## src/rtl/bcd_pkg.sv

```systemverilog
//------------------------------------------------------------------------------
// bcd_pkg : shared BCD digit type, constants and conversion helpers
// Rev 1.0 : initial release
//------------------------------------------------------------------------------
`default_nettype none

package bcd_pkg;

  localparam int         DIGIT_W    = 4;
  localparam logic [3:0] DIGIT_MAX  = 4'd9;
  localparam int         MAX_DIGITS = 16;

  typedef logic [DIGIT_W-1:0] bcd_digit_t;

  // Callers zero-extend their vector to MAX_DIGITS digits.
  function automatic logic is_bcd(input logic [DIGIT_W*MAX_DIGITS-1:0] v,
                                  input int digits);
    logic ok;
    ok = 1'b1;
    for (int i = 0; i < MAX_DIGITS; i++) begin
      if (i < digits && v[DIGIT_W*i +: DIGIT_W] > DIGIT_MAX) ok = 1'b0;
    end
    return ok;
  endfunction

  function automatic logic [DIGIT_W*MAX_DIGITS-1:0] to_bcd(input int value,
                                                          input int digits);
    logic [DIGIT_W*MAX_DIGITS-1:0] r;
    int v;
    r = '0;
    v = value;
    for (int i = 0; i < MAX_DIGITS; i++) begin
      if (i < digits) begin
        r[DIGIT_W*i +: DIGIT_W] = DIGIT_W'(v % 10);
        v = v / 10;
      end
    end
    return r;
  endfunction

endpackage

`default_nettype wire

```

## src/rtl/bcd_digit_cell.sv

```systemverilog
//------------------------------------------------------------------------------
// bcd_digit_cell : one BCD digit stepping +1/-1 with carry/borrow in and out
// Rev 1.0 : initial release
//------------------------------------------------------------------------------
`default_nettype none

module bcd_digit_cell
  import bcd_pkg::*;
(
  input  bcd_digit_t d,
  input  logic       up,
  input  logic       cin,
  output bcd_digit_t q,
  output logic       cout
);

  always_comb begin
    q    = d;
    cout = 1'b0;
    if (cin) begin
      if (up) begin
        // >= rather than == so a corrupt digit still rolls back into range
        if (d >= DIGIT_MAX) begin
          q    = '0;
          cout = 1'b1;
        end else begin
          q = d + 4'd1;
        end
      end else begin
        if (d == '0) begin
          q    = DIGIT_MAX;
          cout = 1'b1;
        end else begin
          q = d - 4'd1;
        end
      end
    end
  end

endmodule

`default_nettype wire

```

## src/rtl/bcd_mod_counter.sv

```systemverilog
//------------------------------------------------------------------------------
// bcd_mod_counter : multi-digit BCD modulo counter, up/down, wrap/saturate
// Rev 1.0 : initial release
//------------------------------------------------------------------------------
`default_nettype none

module bcd_mod_counter
  import bcd_pkg::*;
#(
  parameter int DIGITS = 2,
  parameter int INIT   = 0
) (
  input  logic                  clk,
  input  logic                  rst,
  input  logic                  en,
  input  logic                  up,
  input  logic                  sat,
  input  logic                  load,
  input  logic [4*DIGITS-1:0]   load_val,
  input  logic [4*DIGITS-1:0]   limit,
  output logic [4*DIGITS-1:0]   count,
  output logic                  tc,
  output logic                  at_limit,
  output logic                  at_zero,
  output logic                  err
);

  localparam int                          c_w        = DIGIT_W * DIGITS;
  localparam logic [DIGIT_W*MAX_DIGITS-1:0] c_init_all = to_bcd(INIT, DIGITS);
  localparam logic [c_w-1:0]              c_init     = c_init_all[c_w-1:0];

  logic [c_w-1:0] r_count;
  logic           r_tc;
  logic           r_err;

  logic [c_w-1:0] w_step;
  logic [DIGITS:0] w_carry;
  logic [c_w-1:0] w_load_clip;
  logic           w_load_ok;
  logic [c_w-1:0] w_count_nxt;
  logic           w_tc_nxt;
  logic           w_err_nxt;

  assign w_carry[0] = 1'b1;

  genvar gi;
  generate
    for (gi = 0; gi < DIGITS; gi++) begin : g_digit
      bcd_digit_cell u_cell (
        .d    (r_count[DIGIT_W*gi +: DIGIT_W]),
        .up   (up),
        .cin  (w_carry[gi]),
        .q    (w_step[DIGIT_W*gi +: DIGIT_W]),
        .cout (w_carry[gi+1])
      );
    end
  endgenerate

  assign w_load_ok   = is_bcd((DIGIT_W*MAX_DIGITS)'(load_val), DIGITS);
  assign w_load_clip = (load_val > limit) ? limit : load_val;

  always_comb begin
    w_count_nxt = r_count;
    w_tc_nxt    = 1'b0;
    w_err_nxt   = 1'b0;
    if (load) begin
      if (w_load_ok) w_count_nxt = w_load_clip;
      else           w_err_nxt   = 1'b1;
    end else if (en) begin
      if (up) begin
        // A carry out of the top digit only happens with an illegal limit;
        // treat it like reaching the limit rather than silently rolling over.
        if (r_count < limit && !w_carry[DIGITS]) begin
          w_count_nxt = w_step;
        end else if (!sat) begin
          w_count_nxt = '0;
          w_tc_nxt    = 1'b1;
        end
      end else begin
        if (r_count > limit) begin
          w_count_nxt = limit;
        end else if (r_count != '0) begin
          w_count_nxt = w_step;
        end else if (!sat) begin
          w_count_nxt = limit;
          w_tc_nxt    = 1'b1;
        end
      end
    end
  end

  always_ff @(posedge clk or posedge rst) begin
    if (rst) begin
      r_count <= c_init;
      r_tc    <= 1'b0;
      r_err   <= 1'b0;
    end else begin
      r_count <= w_count_nxt;
      r_tc    <= w_tc_nxt;
      r_err   <= w_err_nxt;
    end
  end

  assign count    = r_count;
  assign tc       = r_tc;
  assign err      = r_err;
  assign at_limit = (r_count == limit);
  assign at_zero  = (r_count == '0);

endmodule

`default_nettype wire

```

## config.mk

```make
export PLATFORM = sky130hd
export DESIGN_NAME = bcd_mod_counter
export DESIGN_NICKNAME = d
export VERILOG_FILES = /design/src/rtl/bcd_pkg.sv /design/src/rtl/bcd_digit_cell.sv /design/src/rtl/bcd_mod_counter.sv
export SDC_FILE = /design/constraint.sdc
export NUM_CORES = 1
export LEC_CHECK = 0
export BUFFER_PORTS_ARGS = -buffer_cell sky130_fd_sc_hd__buf_2
export CAP_MARGIN = 40
export CORE_ASPECT_RATIO = 0.9
export CORE_MARGIN = 8
export CORE_UTILIZATION = 40
export CTS_CLUSTER_DIAMETER = 150
export CTS_CLUSTER_SIZE = 20
export DETAILED_ROUTE_END_ITERATION = 16
export PLACE_DENSITY = 0.67
export RECOVER_POWER = 100
export SLEW_MARGIN = 20
export SYNTH_ARGS = -nofsm -noshare
export SYNTH_HDL_FRONTEND = slang
export SYNTH_SLANG_ARGS = --single-unit
export TNS_END_PERCENT = 5
```

## constraint.sdc

```tcl
create_clock -name clk -period 2.1 [get_ports clk]
set_input_delay 0.105 -clock clk [delete_from_list [all_inputs] [get_ports clk]]
set_output_delay 0.105 -clock clk [all_outputs]
set_load 0.005 [all_outputs]
```

# Yosys cells after proc, flatten, opt, wreduce, memory -nomap -nowiden
# Cells that the tools add are included.
[word_totals] output_inout_bits=12 elab_cells=61 register_bits=10
[op_classes] muxes=35 add_sub_neg=4 order_cmp=7 reduce_logical=8 n_eq_ne=4
[op_table] cell="2-to-1 mux 8 bit" count=10
[op_table] cell="2-to-1 mux 4 bit" count=7
[op_table] cell="2-to-1 mux 1 bit" count=18
[op_table] cell="> comparator 8 bit" count=2
[op_table] cell="adder 4 x 1 -> 4 bit, second input constant" count=2
[op_table] cell="== test 8 bit" count=1
[op_table] cell="greater-or-equal comparator 4 bit, second input constant" count=2
[op_table] cell="> comparator 4 bit, second input constant" count=2
[op_table] cell="logical NOT 4 bit" count=2
[op_table] cell="logical NOT 8 bit" count=1
[op_table] cell="less-than comparator 8 bit" count=1
[op_table] cell="nonzero test 8 bit" count=1
[op_table] cell="subtractor 4 x 1 -> 4 bit, second input constant" count=2
[op_table] cell="!= test 5 x 2 -> 1 bit, second input constant" count=1
[op_table] cell="!= test 4 x 2 -> 1 bit, second input constant" count=1
[op_table] cell="AND reduction 4 bit" count=1
[op_table] cell="!= test 2 x 1 -> 1 bit, second input constant" count=1
[op_table] cell="nonzero test 2 bit" count=1
[op_table] cell="logical AND 1 bit" count=1
[op_table] cell="logical NOT 1 bit" count=1

# Depth between registers and ports, before layout
# Gate-level depths: netlist of run 1.
[depth] depth_word=10 ltp_mapped=10 mapped_depth_nobuf=9

# By module
# A second synthesis of run 1 with hierarchy kept.
[hier_totals] cells_unflattened=225 area_unflattened_um2=1826.8
[by_module_without_submodules] module="bcd_mod_counter" area_per_inst_um2=1246.2 cells_per_inst=149 seq_area_each_um2=250.2 instances=1
[by_module_without_submodules] module="bcd_digit_cell" area_per_inst_um2=290.3 cells_per_inst=38 seq_area_each_um2=0.0 instances=2

# Worst setup path after synthesis of run 1
# No wires, ideal clock.
[synth_path] kind="register -> register" start="reg r_count[0], in the netlist count[0]" end="reg r_count[1], in the netlist count[1]" arrival_ps=2137 synth_period_minus_slack_ps=2269 t_required_ps=1968 path_slack_ps=-169 path_stages_with_launch=10 path_buffers=0 cell_sequence="dfrtp_1 inv_1 ha_1 nand4_1 nor2_1 a211o_2 nand3_1 mux2_2 a221oi_1 mux2i_1"
[synth_via] elab_chain_len=10 word_cells_on_any_way=25
[synth_lines] element="start: declaration" line="bcd_mod_counter.sv:32" text="logic [c_w-1:0] r_count;"
[synth_lines] element="start signal: assignment" line="bcd_mod_counter.sv:94" text="r_count <= c_init;"
[synth_lines] element="start signal: assignment" line="bcd_mod_counter.sv:98" text="r_count <= w_count_nxt;"
[synth_lines] element="greater-or-equal comparator 4 bit or logical NOT 4 bit (tied branches)" line="bcd_digit_cell.sv:23, bcd_digit_cell.sv:30"
[synth_lines] element="2-to-1 mux 1 bit, on equally long branches" line="bcd_digit_cell.sv:23, bcd_digit_cell.sv:30"
[synth_lines] element="2-to-1 mux 1 bit" line="bcd_digit_cell.sv:21" text="if (up) begin"
[synth_lines] element="2-to-1 mux 1 bit" line="bcd_digit_cell.sv:20" text="if (cin) begin"
[synth_lines] element="logical NOT 1 bit" line="bcd_mod_counter.sv:73" text="if (r_count < limit && !w_carry[DIGITS]) begin"
[synth_lines] element="logical AND 1 bit" line="bcd_mod_counter.sv:73"
[synth_lines] element="2-to-1 mux 8 bit" line="bcd_mod_counter.sv:73"
[synth_lines] element="2-to-1 mux 8 bit" line="bcd_mod_counter.sv:70" text="if (up) begin"
[synth_lines] element="2-to-1 mux 8 bit" line="bcd_mod_counter.sv:69" text="end else if (en) begin"
[synth_lines] element="2-to-1 mux 8 bit" line="bcd_mod_counter.sv:66" text="if (load) begin"
# Parallel ways exist; a longest one is shown, timed or not. The select of a mux whose other input is x is not followed.
# A chain may end at the register's enable or synchronous reset.

# Worst setup path after layout of run 1
[layout_path] start="reg r_count[0], in the netlist count[0]" end="reg r_count[3], in the netlist count[3]"
# The elaborated chain is that of the path after synthesis.

==> metrics.log, run 1 <==
[metrics] status: complete, but fails checks
[metrics] failing checks: negative setup slack
[metrics] required time at the endpoint of the critical path: 2.22 ns
[metrics] main area contributors after synthesis: sky130_fd_sc_hd__ha_1 (18%), sky130_fd_sc_hd__dfrtp_1 (16%), sky130_fd_sc_hd__nor2_1 (5.6%), sky130_fd_sc_hd__a21oi_1 (5.0%), sky130_fd_sc_hd__inv_1 (4.2%)
[metrics] setup slack after layout: -0.1822 ns
[metrics] maxcap violations: 0
[metrics] Internal: between 1 and 1.5 mW
[metrics] worst voltage drop across the vdd grid: 0.0003618 V
[metrics] synthesized netlist net count: 250
[metrics] final instance area: 0.002394 sq mm
[metrics] Mean Syn Cell Area: 7.825 sq um
[metrics] Fmax: 438.2 MHz
[metrics] part of the total power dissipated in combinational logic: 0.764
[metrics] Pre-antenna DRT Iters: 4
[metrics] Synth Register Bits: 10
[metrics] sequential-to-total area share from yosys stat: 0.1560
[metrics] cell type with the highest aggregate area in the netlist: sky130_fd_sc_hd__ha_1
[metrics] initial standard-cell utilization of the core: 0.4047
[metrics] share of the synthesized area in the top cell type: 0.1794
[metrics] CTS Buf Count: 3
[metrics] total number of yosys warnings: 0
[metrics] source-to-sink clock delay at the later pin of the worst-skew pair: 0.24 ns
[metrics] Post-Synthesis Cells: 205
[metrics] residual DRC count: 0
[metrics] total detailed-routing wirelength: 5347 um
[metrics] slew at the pin closest to its max-slew limit: around 0.52 ns
[metrics] Async SR Flop Fraction: 1.000
[metrics] final RePlAce weighted congestion: 0.8884
[metrics] Post-Layout Cell Count: about 340
[metrics] share of final-layout standard cells stronger than drive strength 1: 0.4271
[metrics] Core ar.: 0.003964 sq mm
[metrics] routed length per instance: 15.91 um
[metrics] start-to-end type of the worst setup path: reg2reg
[metrics] P&R area growth vs syn: 49.22%
[metrics] leak pwr: 1.150 nW
[metrics] Max clock buf depth: 2
[metrics] die height: 76.08 um
[metrics] overall die area: about 0.0063 sq mm
[metrics] net total in the final layout: roughly 330
[metrics] count of buffers inserted at the top-level ports: 33
[metrics] max-slew violation count: 0
[metrics] leading cell type by number of instances after synthesis: sky130_fd_sc_hd__nor2_1
[metrics] Vias per Instance: 5.527
[metrics] critical path launch point type: register
[metrics] RSZ-0062 raised after global routing: true
[metrics] CP Max Fanout: 7
[metrics] pin count of the biggest net entering global routing: 18
[metrics] total half-perimeter wirelength after legalization and detailed placement: 4192 um
[metrics] Setup crit end kind: register
[metrics] final clock skew: 0.005318 ns
[metrics] final antenna-violating net count: 0
[metrics] CTS tree: yes
[metrics] net switching share of the total power: 0.4434
[metrics] H-tree Lvls: 1
[metrics] number of synthesized flops with an enable pin: 0
[metrics] floorplan die width: 82.75 um
[metrics] overflow left after global routing: 0
[metrics] total number of vias: 1857
[metrics] Setup Viol. Count Final: 8
[metrics] CTS root buffer: sky130_fd_sc_hd__clkbuf_8
[metrics] Worst Path Arrival: ~2.4 ns
[metrics] class of the most critical hold timing path: in2reg
[metrics] Setup TNS: -1.145 ns
[metrics] Worst slew margin: 0.6541
[metrics] switching power: 1.038 mW
[metrics] total cell area at the placement stage: 0.002140 sq mm
[metrics] number of antenna violations at the first check in global routing: 0
[metrics] minimum clock period: 2.282 ns
[metrics] Starting DRT DRC Count: 80
[metrics] Final Hold Viols: 0
[metrics] clock-pin slew on the worst setup and hold paths: 0.05 ns
[metrics] share of total power in the clock network: 0.105
[metrics] GRT Total Usage: 0.1713
[metrics] final antenna diode count: 0
[metrics] post-place setup slack: -0.2349 ns
[metrics] relative contribution of sequential cells to total power: 0.132
[metrics] Netlist cell types: 52
[metrics] total standard cell area after synthesis: 0.001604 sq mm
[metrics] number of top-level design ports: 34
[metrics] main flop type after synthesis: sky130_fd_sc_hd__dfrtp_1
[metrics] number of instances in the placed design: 324
[metrics] Site Rows: 22
[metrics] portion of the clock cycle consumed by the worst path in the final layout: 1.087
[metrics] Commonest cells post-synth: sky130_fd_sc_hd__nor2_1 (24), sky130_fd_sc_hd__ha_1 (23), sky130_fd_sc_hd__inv_1 (18), sky130_fd_sc_hd__a21oi_1 (16), sky130_fd_sc_hd__nand2_1 (15)
[metrics] vias in the first global route: 1912
[metrics] Power Density: 977.6 mW/mm^2
[metrics] global-route wire length before repair: roughly 8800 um
[metrics] clock sink count: 10
==> stage by stage <==
step,utilization,total power [mW],hold WS (ns)
2_1_floorplan,-,1.182,-0.05496
3_3_place_gp,0.5398,1.796,0.1196
3_5_place_dp,0.5398,1.829,0.1252
4_1_cts,0.5975,2.256,0.1598
5_1_grt,0.6039,2.508,0.1671
6_report,0.6039,2.340,0.1561
==> cell families (layout without fill, tap and decap cells) <==
group,count (synthesis),count (layout),share of synthesized area
muxes,6,6,0.04212
DFF,10,10,0.1560
AOI/OAI and AO/OA,66,66,0.3019
adders and majority gates,23,23,0.1794
buffers and inverters,29,112,0.08033
and+or+nand+nor,71,71,0.2403
==> cell usage in the layout (no fill, tap or decap), types with 3 or more instances in the layout <==
master                     netlist  final
sky130_fd_sc_hd__nand2_1        15     14
sky130_fd_sc_hd__o22ai_1         3      3
sky130_fd_sc_hd__a21oi_1        16     16
sky130_fd_sc_hd__ha_1           23     18
sky130_fd_sc_hd__mux2i_1         3      3
sky130_fd_sc_hd__o31ai_1         7      4
sky130_fd_sc_hd__clkbuf_8        0      4
sky130_fd_sc_hd__nand4_1         6      6
sky130_fd_sc_hd__o31ai_2         1      4
sky130_fd_sc_hd__o21ai_1         3      3
sky130_fd_sc_hd__buf_2           3     32
sky130_fd_sc_hd__buf_4           0     50
sky130_fd_sc_hd__ha_4            0      4
sky130_fd_sc_hd__dfrtp_1        10      8
sky130_fd_sc_hd__o21ai_0         6      5
sky130_fd_sc_hd__inv_1          18     16
sky130_fd_sc_hd__clkbuf_1        4      5
sky130_fd_sc_hd__a311oi_1        3      3
sky130_fd_sc_hd__nand3_1         6      5
sky130_fd_sc_hd__a221oi_2        0      4
sky130_fd_sc_hd__nor2_1         24     23
sky130_fd_sc_hd__a211oi_1        3      3
sky130_fd_sc_hd__nor3_1          4      4
==> power by group through the flow <==
stage	registers (mW)	clock network, mW	logic, mW
final	0.308	0.245	1.79
after global routing	0.316	0.252	1.94
after CTS	0.305	0.242	1.71
after detailed placement	0.304	0	1.53
after global placement	0.298	0	1.50
after floorplan	0.336	0	0.847
==> repair_timing <==
action,CTS,global route
gates cloned,0,0
hold buffers,1,0
setup endpoints to repair,8,8
setup buffers,5,2
endpoints found under the hold margin,10,0
resized for setup,19,6
pin swaps,10,4
==> final timing paths <==
check	startpoint	endpoint	slack, ns	cells past startpoint
setup / recovery	count[0]$_DFFE_PP0P_	count[3]$_DFFE_PP0P_	-0.18	8
hold / removal	en	tc$_DFF_PP0_	0.16	2
setup reg to reg	count[0]$_DFFE_PP0P_	count[3]$_DFFE_PP0P_	-0.18	8
hold reg to reg	count[4]$_DFFE_PP0P_	count[4]$_DFFE_PP0P_	0.68	3
max in group asynchronous	rst	count[0]$_DFFE_PP0P_	1.35	3
min in group asynchronous	rst	tc$_DFF_PP0_	0.41	3
==> layout make-up <==
type	count	area (sq um)
clock buffer	4	55.05
fill	363	1570
inverter	19	71.32
multi-input combinational	166	1379
sequential	10	252.7
tap	48	60.06
timing repair buffer	89	575.6
==> registers in the layout (all words and copies together) (netlist names) <==
register	count
tc	1
count	8
err	1
==> routing by layer <==
layer | share of wire | up-vias | wire [um] | GRT usage
li1 | - | 932 | - | -
met1 | 0.46 | 857 | 2486 | 0.2302
met2 | 0.45 | 60 | 2395 | 0.2549
met3 | 0.075 | 8 | 400 | 0.05071
met4 | 0.012 | 0 | 63 | 0.04655
met5 | 0 | - | 0 | 0
==> critical path: stages, from the launching register on <==
cell and delay, ns:
sky130_fd_sc_hd__dfrtp_2 0.40, sky130_fd_sc_hd__inv_2 0.09, sky130_fd_sc_hd__ha_1 0.24, sky130_fd_sc_hd__nand4_1 0.17, sky130_fd_sc_hd__nor2_2 0.08, sky130_fd_sc_hd__a211o_2 0.37
sky130_fd_sc_hd__a31o_1 0.22, sky130_fd_sc_hd__a41o_4 0.29, sky130_fd_sc_hd__mux2_4 0.30
Power figures use the tool's default switching activity.
==> run 2, diff against run 1 <==
ABC_AREA = 1   (was default)
PLACE_DENSITY = 0.66   (was 0.67)
==> run 2 against run 1 <==
Effect of this change: the run now ends clean; combinational power is 35% lower; final area down 11%; routed wire length shrank 8.3%; clock-buffer cell count stayed put; global-route usage fell by 2.7 points; first-iteration DRC count up 85%; non-clock buffer count is 41 lower; critical path type unchanged; critical endpoint unchanged; largest power group unchanged; highest routed layer unchanged.
==> metrics.log, run 2 <==
[metrics] status: finished, final reports clean
[metrics] total standard cell area after synthesis: 0.001732 sq mm
[metrics] floorplan die width: 85.36 um
[metrics] share of total power in the clock network: 0.148
[metrics] Site Rows: 22
[metrics] max reg flops: 8
[metrics] fillers: 446
[metrics] residual DRC count: 0
[metrics] switching power: between 0.8 and 0.9 mW
[metrics] total detailed-routing wirelength: 4901 um
[metrics] Post-Synthesis Cells: between 200 and 300
[metrics] maxcap violations: 0
[metrics] CTS Buf Count: 3
[metrics] sequential-to-total area share from yosys stat: 0.1445
[metrics] overflow left after global routing: 0
[metrics] CTS root buffer: sky130_fd_sc_hd__clkbuf_8
[metrics] synthesized netlist net count: approximately 320
[metrics] overall power of the completed layout: 1.701 mW
[metrics] Synth Register Bits: 10
[metrics] most common cell after layout, fill and taps aside: sky130_fd_sc_hd__nand2_1
[metrics] final antenna-violating net count: 0
[metrics] vias in the first global route: 1774
[metrics] initial standard-cell utilization of the core: 0.4194
[metrics] net switching share of the total power: 0.4917
[metrics] Vias per Instance: between 5 and 6
[metrics] Async SR Flop Fraction: 1.000
[metrics] clock sink count: 10
[metrics] die height: 78.42 um
[metrics] number of top-level design ports: 34
[metrics] GRT Total Usage: 0.1444
[metrics] Final Hold Viols: 0
[metrics] number of antenna violations at the first check in global routing: 0
[metrics] CP Max Fanout: 9
[metrics] max-slew violation count: 0
[metrics] critical path launch point type: register
[metrics] clock-pin slew on the worst setup and hold paths: ~0.050 ns
[metrics] start-to-end type of the worst setup path: reg2reg
[metrics] setup slack after layout: approximately 0.12 ns
[metrics] final clock skew: 0.001715 ns
[metrics] Internal: 0.8647 mW
[metrics] worst voltage drop across the vdd grid: 0.0004845 V
[metrics] part of the total power dissipated in combinational logic: 0.682
[metrics] share of the synthesized area in the top cell type: 0.1669
[metrics] Setup Viol. Count Final: 0
[metrics] source-to-sink clock delay at the later pin of the worst-skew pair: 0.24 ns
[metrics] Commonest cells post-synth: sky130_fd_sc_hd__nand2_1 (77), sky130_fd_sc_hd__nor2_1 (35), sky130_fd_sc_hd__inv_1 (27), sky130_fd_sc_hd__nand3_1 (25), sky130_fd_sc_hd__ha_1 (23)
[metrics] overall die area: 0.006694 sq mm
[metrics] portion of the clock cycle consumed by the worst path in the final layout: 0.9445
[metrics] leading cell type by number of instances after synthesis: sky130_fd_sc_hd__nand2_1
[metrics] Fmax: 504.2 MHz
[metrics] net total in the final layout: between 300 and 400
[metrics] Mean Syn Cell Area: 6.207 sq um
[metrics] Setup crit end kind: register
[metrics] Max clock buf depth: 2
[metrics] leak pwr: between 1 and 1.5 nW
[metrics] final antenna diode count: 0
[metrics] pin count of the biggest net entering global routing: 16
[metrics] CTS tree: yes
[metrics] Power Density: 795.5 mW/mm^2
[metrics] final RePlAce weighted congestion: 0.8849
[metrics] Netlist cell types: 33
[metrics] total number of yosys warnings: 0
[metrics] main flop type after synthesis: sky130_fd_sc_hd__dfrtp_1
[metrics] core utilization of the finished layout: 0.5179
[metrics] total half-perimeter wirelength after legalization and detailed placement: between 4000 and 5000 um
[metrics] cell type with the highest aggregate area in the netlist: sky130_fd_sc_hd__nand2_1
[metrics] Core ar.: 0.004129 sq mm
[metrics] Worst Path Arrival: 2.11 ns
[metrics] share of final-layout standard cells stronger than drive strength 1: 0.2936
[metrics] slew at the pin closest to its max-slew limit: 0.4162 ns
[metrics] count of buffers inserted at the top-level ports: 33
[metrics] routed length per instance: roughly 13 um
[metrics] relative contribution of sequential cells to total power: 0.170
[metrics] Starting DRT DRC Count: 148
[metrics] Pre-antenna DRT Iters: 4
[metrics] required time at the endpoint of the critical path: 2.23 ns
[metrics] post-place setup slack: 0.06256 ns
[metrics] minimum clock period: about 2 ns
[metrics] P&R area growth vs syn: 23.48%
[metrics] highest-count cells in the layout ignoring fill and taps: sky130_fd_sc_hd__nand2_1 (73), sky130_fd_sc_hd__nor2_1 (33), sky130_fd_sc_hd__buf_2 (31)
[metrics] total number of vias: 1900
[metrics] H-tree Lvls: 1
[metrics] Worst slew margin: 0.7222
[metrics] number of synthesized flops with an enable pin: 0
[metrics] main area contributors after synthesis: sky130_fd_sc_hd__nand2_1 (17%), sky130_fd_sc_hd__ha_1 (17%), sky130_fd_sc_hd__dfrtp_1 (14%), sky130_fd_sc_hd__nor2_1 (7.6%), sky130_fd_sc_hd__nand3_1 (7.2%)
[metrics] global-route wire length before repair: 7900 um
[metrics] class of the most critical hold timing path: in2reg
==> run 2: what timing repair did <==
action	in CTS	in global routing
setup endpoints to repair	0	8
buffers inserted	0	1
hold endpoints to repair	10	0
resized for setup	0	17
hold buffers	1	0
==> run 2: metrics by stage <==
step / hold slack [ns] / area, sq um / std cells / TNS [ns]
final: 0.1530 / 2138 / 375 / 0
after global routing: 0.1765 / 2138 / 375 / -0.01434
after CTS: 0.1517 / 2092 / 374 / 0
after detailed placement: 0.1150 / 2027 / 369 / 0
after global placement: 0.1118 / 2027 / 369 / 0
after floorplan: -0.05482 / 1732 / 279 / 0
==> run 2: power groups by stage <==
stage          logic, mW  registers (mW)  clock network [mW]
2_1_floorplan      0.751           0.311                   0
3_3_place_gp        1.10           0.281                   0
3_5_place_dp        1.11           0.284                   0
4_1_cts             1.11           0.280               0.254
5_1_grt             1.31           0.298               0.263
6_report            1.16           0.289               0.252
==> run 2: cell families after synthesis <==
logic type	synth area share
XOR/XNOR	0.02023
flip-flops	0.1445
AND/OR/NAND/NOR	0.4386
buffers and inverters	0.1026
adder cells (fa/ha/maj)	0.1662
AO/OA/AOI/OAI	0.1279
==> run 2: metal layers <==
metal / up-vias / wire length [um] / track usage / part of all wire
li1: 1005 / - / - / -
met1: 840 / 2412 / 0.1887 / 0.49
met2: 49 / 2156 / 0.2363 / 0.44
met3: 6 / 297 / 0.03538 / 0.061
met4: 0 / 35 / 0.02622 / 0.0071
met5: - / 0 / 0 / 0
==> run 2: worst paths after layout <==
kind,startpoint,end,slack (ns),cells past startpoint
setup / recovery,count[5]$_DFFE_PP0P_,count[3]$_DFFE_PP0P_,0.12,12
hold / removal,en,tc$_DFF_PP0_,0.15,3
setup reg to reg,count[5]$_DFFE_PP0P_,count[3]$_DFFE_PP0P_,0.12,12
hold reg to reg,count[0]$_DFFE_PP0P_,count[0]$_DFFE_PP0P_,0.58,2
max in group asynchronous,rst,count[4]$_DFFE_PP0P_,1.39,3
min in group asynchronous,rst,count[5]$_DFFE_PP0P_,0.40,3
==> run 2: critical path: stages, from the launching register on <==
cell and delay, ns:
sky130_fd_sc_hd__dfrtp_2 0.47, sky130_fd_sc_hd__ha_4 0.30, sky130_fd_sc_hd__nand2_1 0.09, sky130_fd_sc_hd__nor2_4 0.13, sky130_fd_sc_hd__nand4_1 0.15, sky130_fd_sc_hd__nand2_2 0.13
sky130_fd_sc_hd__nand2_1 0.08, sky130_fd_sc_hd__nand2_2 0.09, sky130_fd_sc_hd__nand2_4 0.07, sky130_fd_sc_hd__nand2_8 0.11, sky130_fd_sc_hd__clkinv_8 0.08, sky130_fd_sc_hd__nor2_1 0.12
sky130_fd_sc_hd__a21oi_2 0.04
==> run 2: cell type report <==
cell class	count	area, sq um	share of cell area
multi-input combinational	229	1348	0.6302
timing repair buffer	48	270.3	0.1264
sequential	10	252.7	0.1182
inverter	36	152.6	0.07139
tap	48	60.06	0.02809
clock buffer	4	55.05	0.02575
==> run 3, diff against run 2 <==
BUFFER_PORTS_ARGS = default   (was -buffer_cell sky130_fd_sc_hd__buf_2)
DONT_BUFFER_PORTS = 1   (was default)
PLACE_DENSITY = 0.59   (was 0.66)
REMOVE_ABC_BUFFERS = 1   (was default)
==> run 3 against run 2 <==
Effect of this change: fmax hardly changed; non-clock buffer count decreased by 33; sequential share of layout area rose by 0.94 points; final cell count fell by 8.8%; die area stayed put; combinational power fell by 3%; register-to-register slack hardly changed; hold slack got worse by 0.12 ns; global-route usage up 0.87 points; flip-flop and latch count did not move; final area is 6.9% lower; via count is 9.6% lower.
==> metrics.log, run 3 (synthesis results as in run 2) <==
[metrics] status: finished, final reports clean
[metrics] total detailed-routing wirelength: 4802 um
[metrics] floorplan die width: between 80 and 90 um
[metrics] Starting DRT DRC Count: 92
[metrics] share of final-layout standard cells stronger than drive strength 1: 0.2313
[metrics] pin count of the biggest net entering global routing: 16
[metrics] Core ar.: 0.004129 sq mm
[metrics] number of top-level design ports: 34
[metrics] number of antenna violations at the first check in global routing: 0
[metrics] CTS root buffer: sky130_fd_sc_hd__clkbuf_8
[metrics] Power Density: 833.2 mW/mm^2
[metrics] fillers: 427
[metrics] worst voltage drop across the vdd grid: 0.0002807 V
[metrics] Fmax: 504.3 MHz
[metrics] net switching share of the total power: 0.4853
[metrics] clock-pin slew on the worst setup and hold paths: 0.05 ns
[metrics] switching power: between 0.8 and 0.9 mW
[metrics] count of buffers inserted at the top-level ports: 0
[metrics] Max clock buf depth: 2
[metrics] Final Hold Viols: 0
[metrics] core utilization of the finished layout: 0.4821
[metrics] die height: about 78 um
[metrics] CP Max Fanout: 9
[metrics] Internal: 0.8537 mW
[metrics] CTS tree: yes
[metrics] routed length per instance: ~14 um
[metrics] vias in the first global route: 1639
[metrics] Pre-antenna DRT Iters: 4
[metrics] residual DRC count: 0
[metrics] relative contribution of sequential cells to total power: 0.177
[metrics] share of total power in the clock network: 0.148
[metrics] P&R area growth vs syn: 14.96%
[metrics] Worst Path Arrival: roughly 2.1 ns
[metrics] most common cell after layout, fill and taps aside: sky130_fd_sc_hd__nand2_1
[metrics] overall power of the completed layout: 1.659 mW
[metrics] final clock skew: around 0.0050 ns
[metrics] highest-count cells in the layout ignoring fill and taps: sky130_fd_sc_hd__nand2_1 (74), sky130_fd_sc_hd__nor2_1 (32), sky130_fd_sc_hd__nand3_1 (25)
[metrics] initial standard-cell utilization of the core: 0.4194
[metrics] required time at the endpoint of the critical path: 2.22 ns
[metrics] final antenna diode count: 0
[metrics] overflow left after global routing: 0
[metrics] start-to-end type of the worst setup path: reg2reg
[metrics] Vias per Instance: approximately 5
[metrics] maxcap violations: 0
[metrics] post-place setup slack: 0.01672 ns
[metrics] overall die area: 0.006694 sq mm
[metrics] CTS Buf Count: 3
[metrics] part of the total power dissipated in combinational logic: 0.675
[metrics] Site Rows: 22
[metrics] net total in the final layout: 340
[metrics] final antenna-violating net count: 0
[metrics] H-tree Lvls: 1
[metrics] Worst slew margin: 0.7344
[metrics] critical path launch point type: register
[metrics] clock sink count: 10
[metrics] source-to-sink clock delay at the later pin of the worst-skew pair: between 0.2 and 0.25 ns
[metrics] max reg flops: 8
[metrics] final RePlAce weighted congestion: 0.8510
[metrics] GRT Total Usage: 0.1531
[metrics] Setup Viol. Count Final: 0
[metrics] class of the most critical hold timing path: in2reg
[metrics] max-slew violation count: 0
[metrics] leak pwr: 1.047 nW
[metrics] Setup crit end kind: register
[metrics] total number of vias: 1718
[metrics] global-route wire length before repair: 8252 um
[metrics] total half-perimeter wirelength after legalization and detailed placement: approximately 4000 um
[metrics] slew at the pin closest to its max-slew limit: 0.3969 ns
[metrics] Setup TNS: 0 ns
[metrics] portion of the clock cycle consumed by the worst path in the final layout: 0.9443
[metrics] minimum clock period: 1.983 ns
[metrics] setup slack after layout: around 0.12 ns
==> run 3: per-stage QoR <==
stage / cell area (sq um) / hold slack (ns) / instances
3_5_place_dp: 1839 / 0.009602 / 333
6_report: 1991 / 0.03477 / 342
4_1_cts: 1904 / 0.03668 / 338
5_1_grt: 1991 / 0.04652 / 342
3_3_place_gp: 1839 / 0.008664 / 333
2_1_floorplan: 1704 / -0.05482 / 275
==> run 3: layout make-up <==
| type | instances | area (sq um) | share of cell area |
|---|---|---|---|
| well taps | 48 | 60.06 | 0.03017 |
| clock buffers | 4 | 55.05 | 0.02766 |
| multi-input cells | 229 | 1356 | 0.6813 |
| flip-flops and latches | 10 | 254.0 | 0.1276 |
| repair buffers | 15 | 115.1 | 0.05783 |
| inverters | 36 | 150.1 | 0.07542 |
==> run 3: layer usage <==
layer,wire length [um],global-route usage,vias up
li1,-,-,935
met1,2249,0.2014,738
met2,2117,0.2387,40
met3,370,0.03642,5
met4,65,0.05245,0
met5,0,0,-
==> run 3: power groups by stage <==
| stage | combinational (mW) | clock, mW | sequential, mW |
|---|---|---|---|
| 2_1_floorplan | 0.703 | 0 | 0.333 |
| 3_3_place_gp | 1.02 | 0 | 0.287 |
| 3_5_place_dp | 1.02 | 0 | 0.288 |
| 4_1_cts | 1.03 | 0.254 | 0.285 |
| 5_1_grt | 1.27 | 0.258 | 0.300 |
| 6_report | 1.12 | 0.245 | 0.293 |
==> run 3: critical path, cell delays in order, from the launching register on <==
cell	delay, ns
sky130_fd_sc_hd__dfrtp_2	0.45
sky130_fd_sc_hd__ha_1	0.31
sky130_fd_sc_hd__nand2_1	0.07
sky130_fd_sc_hd__nand2_1	0.04
sky130_fd_sc_hd__nand2_1	0.05
sky130_fd_sc_hd__nand2_1	0.08
sky130_fd_sc_hd__nand2_1	0.07
sky130_fd_sc_hd__nand2_1	0.08
sky130_fd_sc_hd__nand2_2	0.12
sky130_fd_sc_hd__nand2_1	0.10
sky130_fd_sc_hd__nand2_2	0.10
sky130_fd_sc_hd__nand2_4	0.07
sky130_fd_sc_hd__nand2_8	0.10
sky130_fd_sc_hd__clkinv_8	0.08
sky130_fd_sc_hd__nor2_2	0.09
sky130_fd_sc_hd__a21oi_2	0.04
==> run 3: worst paths after layout <==
kind	cells past startpoint	end	slack, ns	startpoint
max	15	count[6]$_DFFE_PP0P_	0.12	count[1]$_DFFE_PP0P_
min	2	tc$_DFF_PP0_	0.03	en
max reg2reg	15	count[6]$_DFFE_PP0P_	0.12	count[1]$_DFFE_PP0P_
min reg2reg	2	count[5]$_DFFE_PP0P_	0.59	count[5]$_DFFE_PP0P_
max in group asynchronous	2	count[5]$_DFFE_PP0P_	1.49	rst
min in group asynchronous	2	count[3]$_DFFE_PP0P_	0.30	rst
==> run 3: timing repair <==
item | 4_1_cts | 5_1_grt
buffers inserted | 0 | 4
gates resized for setup | 0 | 18
hold buffers | 1 | 0
hold endpoints to repair | 10 | 0
endpoints found under the setup margin | 0 | 8
